<file path="src/rtl/servo_pkg.sv">
// Shared definitions for the servo loop sequencer: state codes, widths and a
// counter-width helper.
package servo_pkg;

  localparam int SAMPLE_COUNT_W = 16;
  localparam int STATE_W        = 3;

  localparam logic [STATE_W-1:0] S_IDLE_CODE      = 3'd0;
  localparam logic [STATE_W-1:0] S_WAIT_TICK_CODE = 3'd1;
  localparam logic [STATE_W-1:0] S_CONVERT_CODE   = 3'd2;
  localparam logic [STATE_W-1:0] S_WAIT_ADC_CODE  = 3'd3;
  localparam logic [STATE_W-1:0] S_COMPUTE_CODE   = 3'd4;
  localparam logic [STATE_W-1:0] S_PIPE_CODE      = 3'd5;
  localparam logic [STATE_W-1:0] S_LOAD_CODE      = 3'd6;

  typedef enum logic [STATE_W-1:0] {
    ST_IDLE      = S_IDLE_CODE,
    ST_WAIT_TICK = S_WAIT_TICK_CODE,
    ST_CONVERT   = S_CONVERT_CODE,
    ST_WAIT_ADC  = S_WAIT_ADC_CODE,
    ST_COMPUTE   = S_COMPUTE_CODE,
    ST_PIPE      = S_PIPE_CODE,
    ST_LOAD      = S_LOAD_CODE
  } state_t;

  // Width of a counter that runs 0..n-1; never narrower than one bit.
  function automatic int cnt_width(input int n);
    return (n < 2) ? 1 : $clog2(n);
  endfunction

endpackage

</file>
<file path="src/rtl/servo_tick_gen.sv">
// Sample-period divider: counts 0..SAMPLE_DIV-1 while enabled, holds at 0
// otherwise, and pulses sample_tick while the count sits at its last value.
module servo_tick_gen
  import servo_pkg::*;
#(
  parameter int SAMPLE_DIV = 500_000
) (
  input  logic clock,
  input  logic reset,
  input  logic enable,
  output logic sample_tick
);

  localparam int DIV_W = cnt_width(SAMPLE_DIV);
  localparam logic [DIV_W-1:0] DIV_LAST = DIV_W'(SAMPLE_DIV - 1);

  logic [DIV_W-1:0] div_q, div_d;
  logic             tick_q, tick_d;

  always_comb begin
    div_d = '0;
    if (enable) begin
      div_d = (div_q == DIV_LAST) ? '0 : div_q + 1'b1;
    end
    // Registered pulse that lines up with the cycle the count holds DIV_LAST.
    tick_d = enable && (div_d == DIV_LAST);
  end

  always_ff @(posedge clock or posedge reset) begin
    if (reset) begin
      div_q  <= '0;
      tick_q <= 1'b0;
    end else begin
      div_q  <= div_d;
      tick_q <= tick_d;
    end
  end

  assign sample_tick = tick_q;

endmodule

</file>
<file path="src/rtl/servo_loop_sequencer.sv">
// One-sample-per-period servo scheduler: tick -> ADC conversion -> IPD update
// -> pipeline flush -> PWM load, with sticky overrun/timeout detection.
module servo_loop_sequencer
  import servo_pkg::*;
#(
  parameter int SAMPLE_DIV  = 500_000,
  parameter int CS_PULSE    = 138,
  parameter int ADC_TIMEOUT = 4096,
  parameter int PIPE_DEPTH  = 2
) (
  input  logic                      clock,
  input  logic                      reset,
  input  logic                      enable,
  input  logic                      clear_flags,
  input  logic                      adc_busy,
  input  logic                      adc_ready,
  output logic                      adc_start,
  output logic                      ipd_en,
  output logic                      pwm_load,
  output logic                      sample_tick,
  output logic [SAMPLE_COUNT_W-1:0] sample_count,
  output logic                      overrun,
  output logic                      timeout,
  output logic [STATE_W-1:0]        state_dbg
);

  localparam int CS_W = cnt_width(CS_PULSE);
  localparam int TO_W = cnt_width(ADC_TIMEOUT);
  localparam int PD_W = cnt_width(PIPE_DEPTH);

  localparam logic [CS_W-1:0] CS_LAST = CS_W'(CS_PULSE - 1);
  localparam logic [TO_W-1:0] TO_LAST = TO_W'(ADC_TIMEOUT - 1);
  localparam logic [PD_W-1:0] PD_LAST = PD_W'(PIPE_DEPTH - 1);

  state_t                    state_q, state_d;
  logic [CS_W-1:0]           cs_cnt_q, cs_cnt_d;
  logic [TO_W-1:0]           to_cnt_q, to_cnt_d;
  logic [PD_W-1:0]           pipe_cnt_q, pipe_cnt_d;
  logic                      ready_lat_q, ready_lat_d;
  logic                      overrun_q, overrun_d;
  logic                      timeout_q, timeout_d;
  logic [SAMPLE_COUNT_W-1:0] count_q, count_d;
  logic                      adc_start_q, adc_start_d;
  logic                      ipd_en_q, ipd_en_d;
  logic                      pwm_load_q, pwm_load_d;
  logic                      tick;
  logic                      overrun_set;
  logic                      timeout_set;

  servo_tick_gen #(
    .SAMPLE_DIV (SAMPLE_DIV)
  ) u_tick_gen (
    .clock       (clock),
    .reset       (reset),
    .enable      (enable),
    .sample_tick (tick)
  );

  always_comb begin
    state_d     = state_q;
    cs_cnt_d    = cs_cnt_q;
    to_cnt_d    = to_cnt_q;
    pipe_cnt_d  = pipe_cnt_q;
    ready_lat_d = ready_lat_q;
    overrun_set = 1'b0;
    timeout_set = 1'b0;

    // A tick landing mid-sequence is flagged but never interrupts the sample.
    if (tick && (state_q != ST_IDLE) && (state_q != ST_WAIT_TICK)) begin
      overrun_set = 1'b1;
    end

    case (state_q)
      ST_IDLE: begin
        if (enable) begin
          state_d = ST_WAIT_TICK;
        end
      end
      ST_WAIT_TICK: begin
        if (!enable) begin
          state_d = ST_IDLE;
        end else if (tick) begin
          if (adc_busy) begin
            overrun_set = 1'b1;
          end else begin
            state_d  = ST_CONVERT;
            cs_cnt_d = '0;
          end
        end
      end
      ST_CONVERT: begin
        if (adc_ready) begin
          ready_lat_d = 1'b1;
        end
        if (cs_cnt_q == CS_LAST) begin
          state_d  = ST_WAIT_ADC;
          to_cnt_d = '0;
        end else begin
          cs_cnt_d = cs_cnt_q + 1'b1;
        end
      end
      ST_WAIT_ADC: begin
        ready_lat_d = 1'b0;
        // A ready arriving on the final timeout cycle still completes the sample.
        if (adc_ready || ready_lat_q) begin
          state_d = ST_COMPUTE;
        end else if (to_cnt_q == TO_LAST) begin
          timeout_set = 1'b1;
          state_d     = ST_WAIT_TICK;
        end else begin
          to_cnt_d = to_cnt_q + 1'b1;
        end
      end
      ST_COMPUTE: begin
        state_d    = ST_PIPE;
        pipe_cnt_d = '0;
      end
      ST_PIPE: begin
        if (pipe_cnt_q == PD_LAST) begin
          state_d = ST_LOAD;
        end else begin
          pipe_cnt_d = pipe_cnt_q + 1'b1;
        end
      end
      ST_LOAD: begin
        state_d = ST_WAIT_TICK;
      end
      default: begin
        state_d = ST_IDLE;
      end
    endcase
  end

  always_comb begin
    // Strobes are decoded from the next state so each flop mirrors state_q.
    adc_start_d = (state_d == ST_CONVERT);
    ipd_en_d    = (state_d == ST_COMPUTE);
    pwm_load_d  = (state_d == ST_LOAD);
    count_d     = pwm_load_d ? count_q + 1'b1 : count_q;

    overrun_d = overrun_q;
    if (clear_flags) begin
      overrun_d = 1'b0;
    end
    if (overrun_set) begin
      overrun_d = 1'b1;
    end

    timeout_d = timeout_q;
    if (clear_flags) begin
      timeout_d = 1'b0;
    end
    if (timeout_set) begin
      timeout_d = 1'b1;
    end
  end

  always_ff @(posedge clock or posedge reset) begin
    if (reset) begin
      state_q     <= ST_IDLE;
      cs_cnt_q    <= '0;
      to_cnt_q    <= '0;
      pipe_cnt_q  <= '0;
      ready_lat_q <= 1'b0;
      overrun_q   <= 1'b0;
      timeout_q   <= 1'b0;
      count_q     <= '0;
      adc_start_q <= 1'b0;
      ipd_en_q    <= 1'b0;
      pwm_load_q  <= 1'b0;
    end else begin
      state_q     <= state_d;
      cs_cnt_q    <= cs_cnt_d;
      to_cnt_q    <= to_cnt_d;
      pipe_cnt_q  <= pipe_cnt_d;
      ready_lat_q <= ready_lat_d;
      overrun_q   <= overrun_d;
      timeout_q   <= timeout_d;
      count_q     <= count_d;
      adc_start_q <= adc_start_d;
      ipd_en_q    <= ipd_en_d;
      pwm_load_q  <= pwm_load_d;
    end
  end

  assign adc_start    = adc_start_q;
  assign ipd_en       = ipd_en_q;
  assign pwm_load     = pwm_load_q;
  assign sample_tick  = tick;
  assign sample_count = count_q;
  assign overrun      = overrun_q;
  assign timeout      = timeout_q;
  assign state_dbg    = state_q;

endmodule
</file>
<file path="config.mk">
export PLATFORM = sky130hd
export DESIGN_NAME = servo_loop_sequencer
export DESIGN_NICKNAME = d
export VERILOG_FILES = /design/src/rtl/servo_pkg.sv /design/src/rtl/servo_tick_gen.sv /design/src/rtl/servo_loop_sequencer.sv
export SDC_FILE = /design/constraint.sdc
export NUM_CORES = 1
export LEC_CHECK = 0
export BUFFER_PORTS_ARGS = -buffer_cell sky130_fd_sc_hd__buf_2
export CORE_MARGIN = 8
export CORE_UTILIZATION = 59
export DETAILED_ROUTE_END_ITERATION = 8
export HOLD_SLACK_MARGIN = 0.02
export PLACE_DENSITY = 0.79
export SYNTH_ARGS = -nofsm -noshare
export SYNTH_HDL_FRONTEND = slang
export SYNTH_SLANG_ARGS = --single-unit
</file>
<file path="constraint.sdc">
create_clock -name clock -period 2.7 [get_ports clock]
set_input_delay 0.135 -clock clock [delete_from_list [all_inputs] [get_ports clock]]
set_output_delay 0.135 -clock clock [all_outputs]
set_load 0.005 [all_outputs]
</file>
After elaboration in Yosys (flattened, before gate mapping)
Cells that the tools add are included.
- register bits: 66
- input port bits: 6
- output and inout port bits: 25
- logic and storage cells: 89
- add/subtract/negate cells: 5
- equal/unequal tests: 22
- multiplexer cells: 35
- reductions and logical operators: 14
- operator list (operator ; count):
    $eq 19x19->1 const B ; 2
    $mux 19 ; 2
    $mux 12 ; 3
    $mux 8 ; 4
    $mux 3 ; 8
    $pmux 12 s2 ; 1
    $pmux 3 s7 ; 1
    $add 19x1->19 const B ; 1
    $add 16x1->16 const B ; 1
    $pmux 8 s2 ; 1
    $eq 3x3->1 const B ; 5
    $ne 2x2->1 const B ; 7
    $mux 1 ; 13
    $add 12x1->12 const B ; 1
    $eq 12x12->1 const B ; 1
    $reduce_bool 2->1 ; 5
    $eq 3x2->1 const B ; 3
    $add 8x1->8 const B ; 1
    $eq 8x8->1 const B ; 1
    $reduce_and 5->1 ; 1
    $pmux 1 s2 ; 2
    $reduce_and 4->1 ; 1
    $eq 3x1->1 const B ; 1
    $logic_and 1x1->1 ; 3
    7 further kinds ; 7

Depth between registers and ports, before layout
Gate-level depths: netlist (run 1).
- word-level depth: 9
- depth in mapped cells: 7

Hierarchy
Synthesis (run 1) repeated with hierarchy kept, for this count alone.
- cells, all modules: 332
- area, all modules: 3469.6 um^2
- by module, submodules not included (module ; instances ; cells an instance ; area an instance (um^2)):
    servo_loop_sequencer ; 1 ; 211 ; 2273.4
    servo_tick_gen ; 1 ; 121 ; 1196.1

Least setup slack after synthesis (run 1)
Ideal clock, no wire load.
- path type: register -> register
- start point: register u_tick_gen.div_q[0]
- end point: register u_tick_gen.tick_q (netlist: u_tick_gen.sample_tick)
- data arrival time: 1.931 ns
- required time: 2.599 ns
- setup slack: 0.668 ns
- stages on the path, launching flop included: 7
- period minus slack after synthesis: 2.032 ns
- cells stage by stage: dfrtp_1 -> ha_1 -> nand4_4 -> nor4_4 -> xnor2_1 -> or4b_1 -> nor4_1
- word-level cells in the longest chain between the ends: 5
- elaborated cells between the ends (all ways): 6
- classes of those cells: 1 x add/sub; 2 x eq/ne; 2 x mux; 1 x reduce/logical
- ends and longest elaborated chain (element ; RTL line ; RTL):
    start, declared ; servo_tick_gen.sv:17 ; logic [DIV_W-1:0] div_q, div_d;
    start signal, assigned ; servo_tick_gen.sv:34 ; div_q <= div_d;
    $add 19x1->19 or $eq 19x19->1 (tied branches) ; servo_tick_gen.sv:23 ; div_d = (div_q == DIV_LAST) ? '0 : div_q + 1'b1;
    $mux 19 (*) ; servo_tick_gen.sv:23 ;
    $mux 19 (*) ; servo_tick_gen.sv:22 ; if (enable) begin
    $eq 19x19->1 (*) ; servo_tick_gen.sv:26 ; tick_d = enable && (div_d == DIV_LAST);
    $logic_and 1x1->1 (*) ; servo_tick_gen.sv:26 ;
    via u_tick_gen.tick_d ; servo_tick_gen.sv:18 ; logic tick_q, tick_d;
    end signal, assigned ; servo_tick_gen.sv:35 ; tick_q <= tick_d;
    end, declared ; servo_tick_gen.sv:18 ;
Mark *: on every way through the listed nets, which the timed path passes. The rest lies on a longest branch.
A chain may end at the register's enable or synchronous reset.

Worst setup path after layout (run 1)
Same ends and word-level chain as after synthesis.

==> out/qor.yml, run 1 <==
placed_design:
  port_buffers: 30
  dp_hpwl_um: 5250
  post_dp_cell_area_mm2: 0.00371
  gp_congestion: 0.887
yosys:
  synth-async-reset-ratio_pct: 100
  ys.flop_type: "dfrtp_1"
  synth_top_area_share_pct: 47.5
  synth_seq_cells: 66
  synth_area_leaders: "dfrtp_1 47%, xnor2_1 8.1%, nor2_1 4.7%"
  synth.avg_cell_area_um2: 9.83
  synth_common_cells: "66 x dfrtp_1, 44 x nor2_1, 32 x xnor2_1"
  yosysMostFrequentCell: "dfrtp_1"
  netlist_instances: 354
  seq_area_frac_synth_pct: 47.5
  synth_nets: 365
  synthesis.area_mm2: 0.00348
  synth_top_area_cell: "dfrtp_1"
  ys_warn_count: 0
  synth_cell_types: 59
  synth_edf_count: 0
global_route:
  grt_pass1_vias: 2703
  grt_pass1_wl_um: 12900
  gr-total-overflow: 0
  grt_usage_pct: 18.5
  antenna_found_initial: 0
  grt_max_degree: 67
clock_tree:
  cts_resized: 0
  cts_sinks: 66
  insertion_delay_ns: 0.34
  clkSlewWorstSetupHoldPaths_ns: 0.08
  clock_path_buffers: 2
  htree_num_levels: 3
  cts_root_buf: "clkbuf_8"
  cts_tree: "done"
  cts_buffers: 9
setup_path:
  cp_cell_sequence: "ha_1 > nand4_4 > nor4_4 > xnor2_1 > or4b_1 > nor4_1"
  arrival_ns: 2.52
  r2r_cells: 6
  crit_start: "u_tick_gen.div_q[0]"
  endpoint_kind: "register"
  r2r-start: "u_tick_gen.div_q[0]"
  critPathLaunchType: "register"
  crit_type: "reg -> reg"
  setup.worst_path.end: "u_tick_gen.sample_tick"
  worstReg2RegEnd: "u_tick_gen.sample_tick"
  cp_slowest_cell: "or4b_1"
  slowest_delay_ns: 0.53
  worstPathRequired_ns: 2.93
  worst-path-max-fanout: 6
  ff2ff_setup_slack_ns: 0.41
floorplan:
  start_util_pct: 59.8
  ios: 31
  die_y_um: 92.8
  dieArea_mm2: 0.00861
  fp-row-count: 28
  coreArea_mm2: 0.00582
  dieWidth_um: 92.8
detailed_routing:
  wirelength_um: 7400
  drt_iter0_drc: 127
  drc_errors: 0
  avgViaCountPerCell: 5.94
  wire_per_inst_um: 15.7
  first_pass_iters: 4
  vias: 2804
  antenna_left: 0
timing:
  rsz0062_at_grt: "no"
  hold_violations: 0
  worst_pin_slew_ns: 0.887
  slew_headroom_pct: 40.3
  slew_violations: 0
  finalHoldWorstSlack_ns: 0.0176
  setup_tns_ns: 0
  finalSetupViolCount: 0
  post-route-period-util_pct: 84.8
  fin_crit_ns: 2.29
  skew_ns: 0.0103
  fmax_mhz: 437
power_and_ir_drop:
  finalPower_uw: 2170
  leakage_uw: 0.00177
  ir_worst_vdd_mv: 0.413
  p_per_area_mw_per_mm2: 543
outcome:
  status: "finished clean"
finish:
  area_growth_pct: 14.7
  fill_cells: 478
  num-nets-final: 403
  drive_above_1_share_pct: 16.4
  antenna_cells: 0
  finalInstanceArea_mm2: 0.00399
  final_util_pct: 68.6
worst_hold_path:
  holdCritPathClass: "in -> async"
flow_run:
  drv_cap: 0
cells by family (layout without fill, tap and decap cells):
family                   count (synthesis)  in the layout  synth area share (%)
buffers and inverters                   26             69                  3.34
adder cells (fa/ha/maj)                  5              5                  1.80
AND/OR/NAND/NOR                        170            170                  27.5
AO/OA/AOI/OAI                           41             41                  8.17
XOR/XNOR                                44             44                  11.1
multiplexers                             2              2                 0.647
flip-flops                              66             66                  47.5
how the worst min path moves through the flow:
stage                            from         endpoint  slack [ns]  cells past startpoint
after global placement    clear_flags          overrun        0.35                      2
after CTS                       reset  sample_count[2]        0.05                      3
after global routing            reset  sample_count[2]        0.10                      3
after detailed placement  clear_flags          overrun        0.35                      2
after floorplan           clear_flags          overrun        0.24                      1
final                           reset         pwm_load        0.02                      3
cell type report:
class                           instances  area [µm²]  area share (%)
Tap cell                               75        93.8            2.35
Sequential cell                        66        1650            41.4
Inverter                               17        63.8            1.60
Clock buffer                           10         138            3.45
Clock inverter                          6         136            3.42
Timing Repair Buffer                   36         198            4.95
Multi-Input combinational cell        262        1710            42.9
worst max-delay path: cells and delay by family, from the launching register on:
| kind | cells | cell delay, ns |
|---|---|---|
| and+or+nand+nor | 4 | 1.33 |
| xor gates and xnor gates | 1 | 0.11 |
| DFF | 1 | 0.44 |
| adders and majority gates | 1 | 0.30 |
where the power goes:
part | switching [µW] | internal (µW) | total, µW
registers | 7.78 | 994 | 1000
logic | 32.3 | 13.3 | 45.6
clock network | 385 | 735 | 1120
stage by stage:
step                setup WS [ns]  instances
floorplan                   0.668        354
global placement            0.478        455
detailed placement          0.450        455
CTS                         0.417        472
global route                0.228        472
finish                      0.410        472
layer usage:
metal	track usage [%]	part of all wire, %	wire, µm
met1	23.3	44	3250
met4	5.23	1.3	96
met3	5.50	5.4	399
met5	0	0	0
met2	30.1	49	3650
sequential cells by signal, indices dropped and copies added (netlist names), 3 cells and up:
name	flops
cs_cnt_q	8
state_dbg	3
to_cnt_q	12
u_tick_gen.div_q	19
sample_count	16
cell usage in the layout, fill, tap and decap left out, types with 10 or more instances in the layout:
| master | instances |
|---|---|
| xnor2_1 | 32 |
| xor2_1 | 12 |
| buf_2 | 30 |
| clkbuf_8 | 10 |
| nand2_1 | 22 |
| nand3_1 | 20 |
| nor3_1 | 15 |
| nor2_1 | 44 |
| inv_1 | 16 |
| nand4_1 | 13 |
| dfrtp_1 | 66 |
timing repair:
item / 4_1_cts / 5_1_grt
setup buffers: 0 / 0
hold buffers: 1 / 0
endpoints found under the hold margin: 1 / 0
Note: power is estimated with default switching activity, not from simulation.
==> run 2, diff against run 1 <==
Settings changed: ABC_AREA set to 1, CORE_UTILIZATION 59 to 54, PLACE_DENSITY 0.79 to 0.76.
Clock period 2.7 ns to 2 ns, I/O delays scaled along.
==> run 2 against run 1 <==
Synthesized area up 8.6%. Sequential cell count unchanged. Clock-buffer cell count up 2. Synthesized cell count up 39%. Sequential power up 36%. Die area up 15%. Highest routed layer unchanged.
==> out/qor.yml, run 2 <==
global_route:
  grt_usage_pct: 18.6  # +0.098 points
  grt_pass1_vias: 3237  # +20%
  grt_max_degree: 67  # unchanged
  grt_pass1_wl_um: 15000  # +16%
  gr-total-overflow: 0  # unchanged
  antenna_found_initial: 0  # unchanged
clock_tree:
  clock_path_buffers: 2  # unchanged
  cts_sinks: 66  # unchanged
  clkSlewWorstSetupHoldPaths_ns: 0.07  # about the same
  insertion_delay_ns: 0.34  # about the same
  postCtsSetupBuffers: 0  # unchanged
  cts_tree: "done"
  htree_num_levels: 3  # unchanged
  cts_root_buf: "clkbuf_8"
  cts_buffers: 9  # unchanged
detailed_routing:
  vias: 3304  # +18%
  antenna_left: 0  # unchanged
  drt_iter0_drc: 197  # +55%
  drt-met1-wl_um: 3850  # +18%
  first_pass_iters: 5  # +1
  dr.max_layer_used: "met4"
  wl_met3_um: 480  # +20%
  wire_per_inst_um: 13.3  # -15%
  wirelength_um: 8480  # +15%
  drc_errors: 0  # unchanged
  avgViaCountPerCell: 5.18  # -13%
  wl_met2_um: 4060  # +11%
floorplan:
  die_y_um: 99.7  # +7.4%
  coreArea_mm2: 0.00679  # +17%
  dieArea_mm2: 0.00993  # +15%
  fp-row-count: 30  # +7.1%
  start_util_pct: 55.6  # -4.2 points
  dieWidth_um: 99.7  # +7.4%
  ios: 31  # unchanged
yosys:
  seq_area_frac_synth_pct: 43.7  # -3.8 points
  synth_common_cells: "101 x nand2_1, 77 x inv_1, 69 x nor2_1"
  yosysMostFrequentCell: "nand2_1"
  synth_area_leaders: "dfrtp_1 44%, nand2_1 10%, inv_1 7.6%"
  ys.flop_type: "dfrtp_1"
  synth-async-reset-ratio_pct: 100  # unchanged
  synth.avg_cell_area_um2: 7.70  # -22%
  synth_cell_types: 37  # -37%
  ys_warn_count: 0  # unchanged
  synth_top_area_share_pct: 43.7  # -3.8 points
  synth_nets: 502  # +38%
  synth_seq_cells: 66  # unchanged
  synth_top_area_cell: "dfrtp_1"
  netlist_instances: 491  # +39%
  synthesis.area_mm2: 0.00378  # +8.6%
  synth_edf_count: 0  # unchanged
setup_path:
  cp_cell_sequence: "ha_1 > nand3_1 > nor3_2 > nand3_1 > nand2_2 > a21oi_4 > buf_4 > nand4_1 > o21ai_2"
  arrival_ns: 2.13  # -0.39 ns
  ff2ff_setup_slack_ns: 0.14  # -0.28 ns
  r2r-start: "to_cnt_q[0]"
  worstReg2RegEnd: "to_cnt_q[6]"
  crit_family: "simple AND/OR/NAND/NOR gates"
  endpoint_kind: "register"
  critPathMostFrequentCell: "nand3_1"
  slowest_delay_ns: 0.41  # -0.12 ns
  critPathLaunchType: "register"
  path_buf_inv: 1  # +1
  worstPathRequired_ns: 2.27  # -0.66 ns
  crit_type: "reg -> reg"
  cp_slowest_cell: "dfrtp_1"
  worst-path-max-fanout: 8  # +2
  r2r_cells: 9  # +3
power_and_ir_drop:
  pwr-share-comb_pct: 3.4  # +1.3 points
  pwr-share-clk_pct: 46.7  # -5.0 points
  ir_worst_vdd_mv: 0.491  # +19%
  seqPwrFrac_pct: 49.9  # +3.7 points
  cellInternalPower_uw: 2150  # +23%
  p_switching_uw: 581  # +37%
  p_per_area_mw_per_mm2: 630  # +16%
  switching_share_pct: 21.3  # +1.7 points
  leakage_uw: 0.00209  # +18%
timing:
  worst_pin_slew_ns: 0.442  # -0.445 ns
  slew_headroom_pct: 70.3  # +30 points
  setup_tns_ns: 0  # unchanged
  slew_violations: 0  # unchanged
  hold_violations: 0  # unchanged
  skew_ns: 0.0122  # +0.00194 ns
  post-route-period-util_pct: 93.2  # +8.4 points
  fmax_mhz: 536  # +23%
  fin_crit_ns: 1.86  # -0.425 ns
  rsz0062_at_grt: "no"
  finalSetupViolCount: 0  # unchanged
finish:
  top_register: "u_tick_gen.div_q"
  num-nets-final: 548  # +36%
  area_growth_pct: 14.6
  fill_cells: 561  # +17%
  final_util_pct: 63.7  # -4.9 points
  antenna_cells: 0  # unchanged
  layout_commonest_cell: "nand2_1"
  regArea_mm2: 0.00165  # unchanged
  largest_reg_flops: 19  # unchanged
  multiInputGateArea_mm2: 0.00178  # +3.9%
  drive_above_1_share_pct: 15.3  # -1.1 points
  final_cell_mix: "101 x nand2_1, 76 x inv_1, 68 x nor2_1"
placed_design:
  gp_congestion: 0.999  # +13%
  dp_hpwl_um: 6210  # +18%
  port_buffers: 30  # unchanged
worst_hold_path:
  whs_endpoint: "overrun"
  min_path_cells: 3
  min-delay-start: "adc_busy"
  holdCritPathClass: "in -> reg"
flow_run:
  drv_cap: 0  # unchanged
outcome:
  status: "finished clean"
run 2: worst max-delay path by stage:
stage / from / end / slack (ns) / depth (start not counted)
after global routing: u_tick_gen.div_q[0] / u_tick_gen.sample_tick / 0.003 / 9
after floorplan: reset / adc_start / 0.25 / 1
after CTS: u_tick_gen.div_q[0] / u_tick_gen.sample_tick / 0.13 / 9
after global placement: to_cnt_q[0] / to_cnt_q[6] / 0.30 / 9
after detailed placement: to_cnt_q[0] / to_cnt_q[6] / 0.16 / 9
final: to_cnt_q[0] / to_cnt_q[6] / 0.14 / 9
run 2: final cells by class:
class	count	area share, %
inverter	84	7.28
sequential	66	38.1
clock inverter	4	1.70
multi-input combinational	337	41.0
tap	96	2.77
clock buffer	12	3.58
timing repair buffer	39	5.49
run 2: kinds of logic after synthesis:
group | after synthesis | synth area share, %
AOI/OAI and AO/OA | 47 | 8.01
buffers and inverters | 88 | 9.34
and+or+nand+nor | 255 | 30.3
DFF | 66 | 43.7
xor gates and xnor gates | 30 | 6.95
adders and majority gates | 5 | 1.66
run 2: timing repair:
item | 4_1_cts | 5_1_grt
resized for setup | 0 | 1
endpoints found under the hold margin | 69 | 0
setup endpoints to repair | 0 | 2
hold buffers | 3 | 0
run 2: through the flow:
stage / setup slack [ns] / total power (µW) / instances / cell area (µm²) / hold slack [ns]
after floorplan: 0.245 / 1440 / 491 / 3780 / 0.209
after global placement: 0.300 / 1470 / 619 / 4070 / 0.196
after detailed placement: 0.162 / 1470 / 619 / 4070 / 0.202
after CTS: 0.129 / 2760 / 638 / 4330 / 0.0355
after global routing: 0.00298 / 2820 / 638 / 4330 / 0.0599
final: 0.135 / 2730 / 638 / 4330 / 0.0523
run 2: metal layers:
layer | GRT usage [%] | vias to the layer above
li1 | - | 1660
met1 | 23.7 | 1530
met2 | 30.2 | 102
met3 | 4.26 | 12
met4 | 6.52 | 0
met5 | 0 | -
run 2: worst register-to-register path: stages, from the launching register on:
cell,delay (ns)
dfrtp_1,0.41
ha_1,0.28
nand3_1,0.16
nor3_2,0.07
nand3_1,0.11
nand2_2,0.09
a21oi_4,0.25
buf_4,0.23
nand4_1,0.12
o21ai_2,0.09
run 2: power groups by stage:
stage / registers [µW] / clock network (µW) / logic (µW)
finish: 1360 / 1280 / 92.6
global route: 1360 / 1360 / 107
CTS: 1360 / 1310 / 94.4
detailed placement: 1380 / 0 / 90.0
global placement: 1380 / 0 / 87.3
floorplan: 1380 / 0 / 60.3
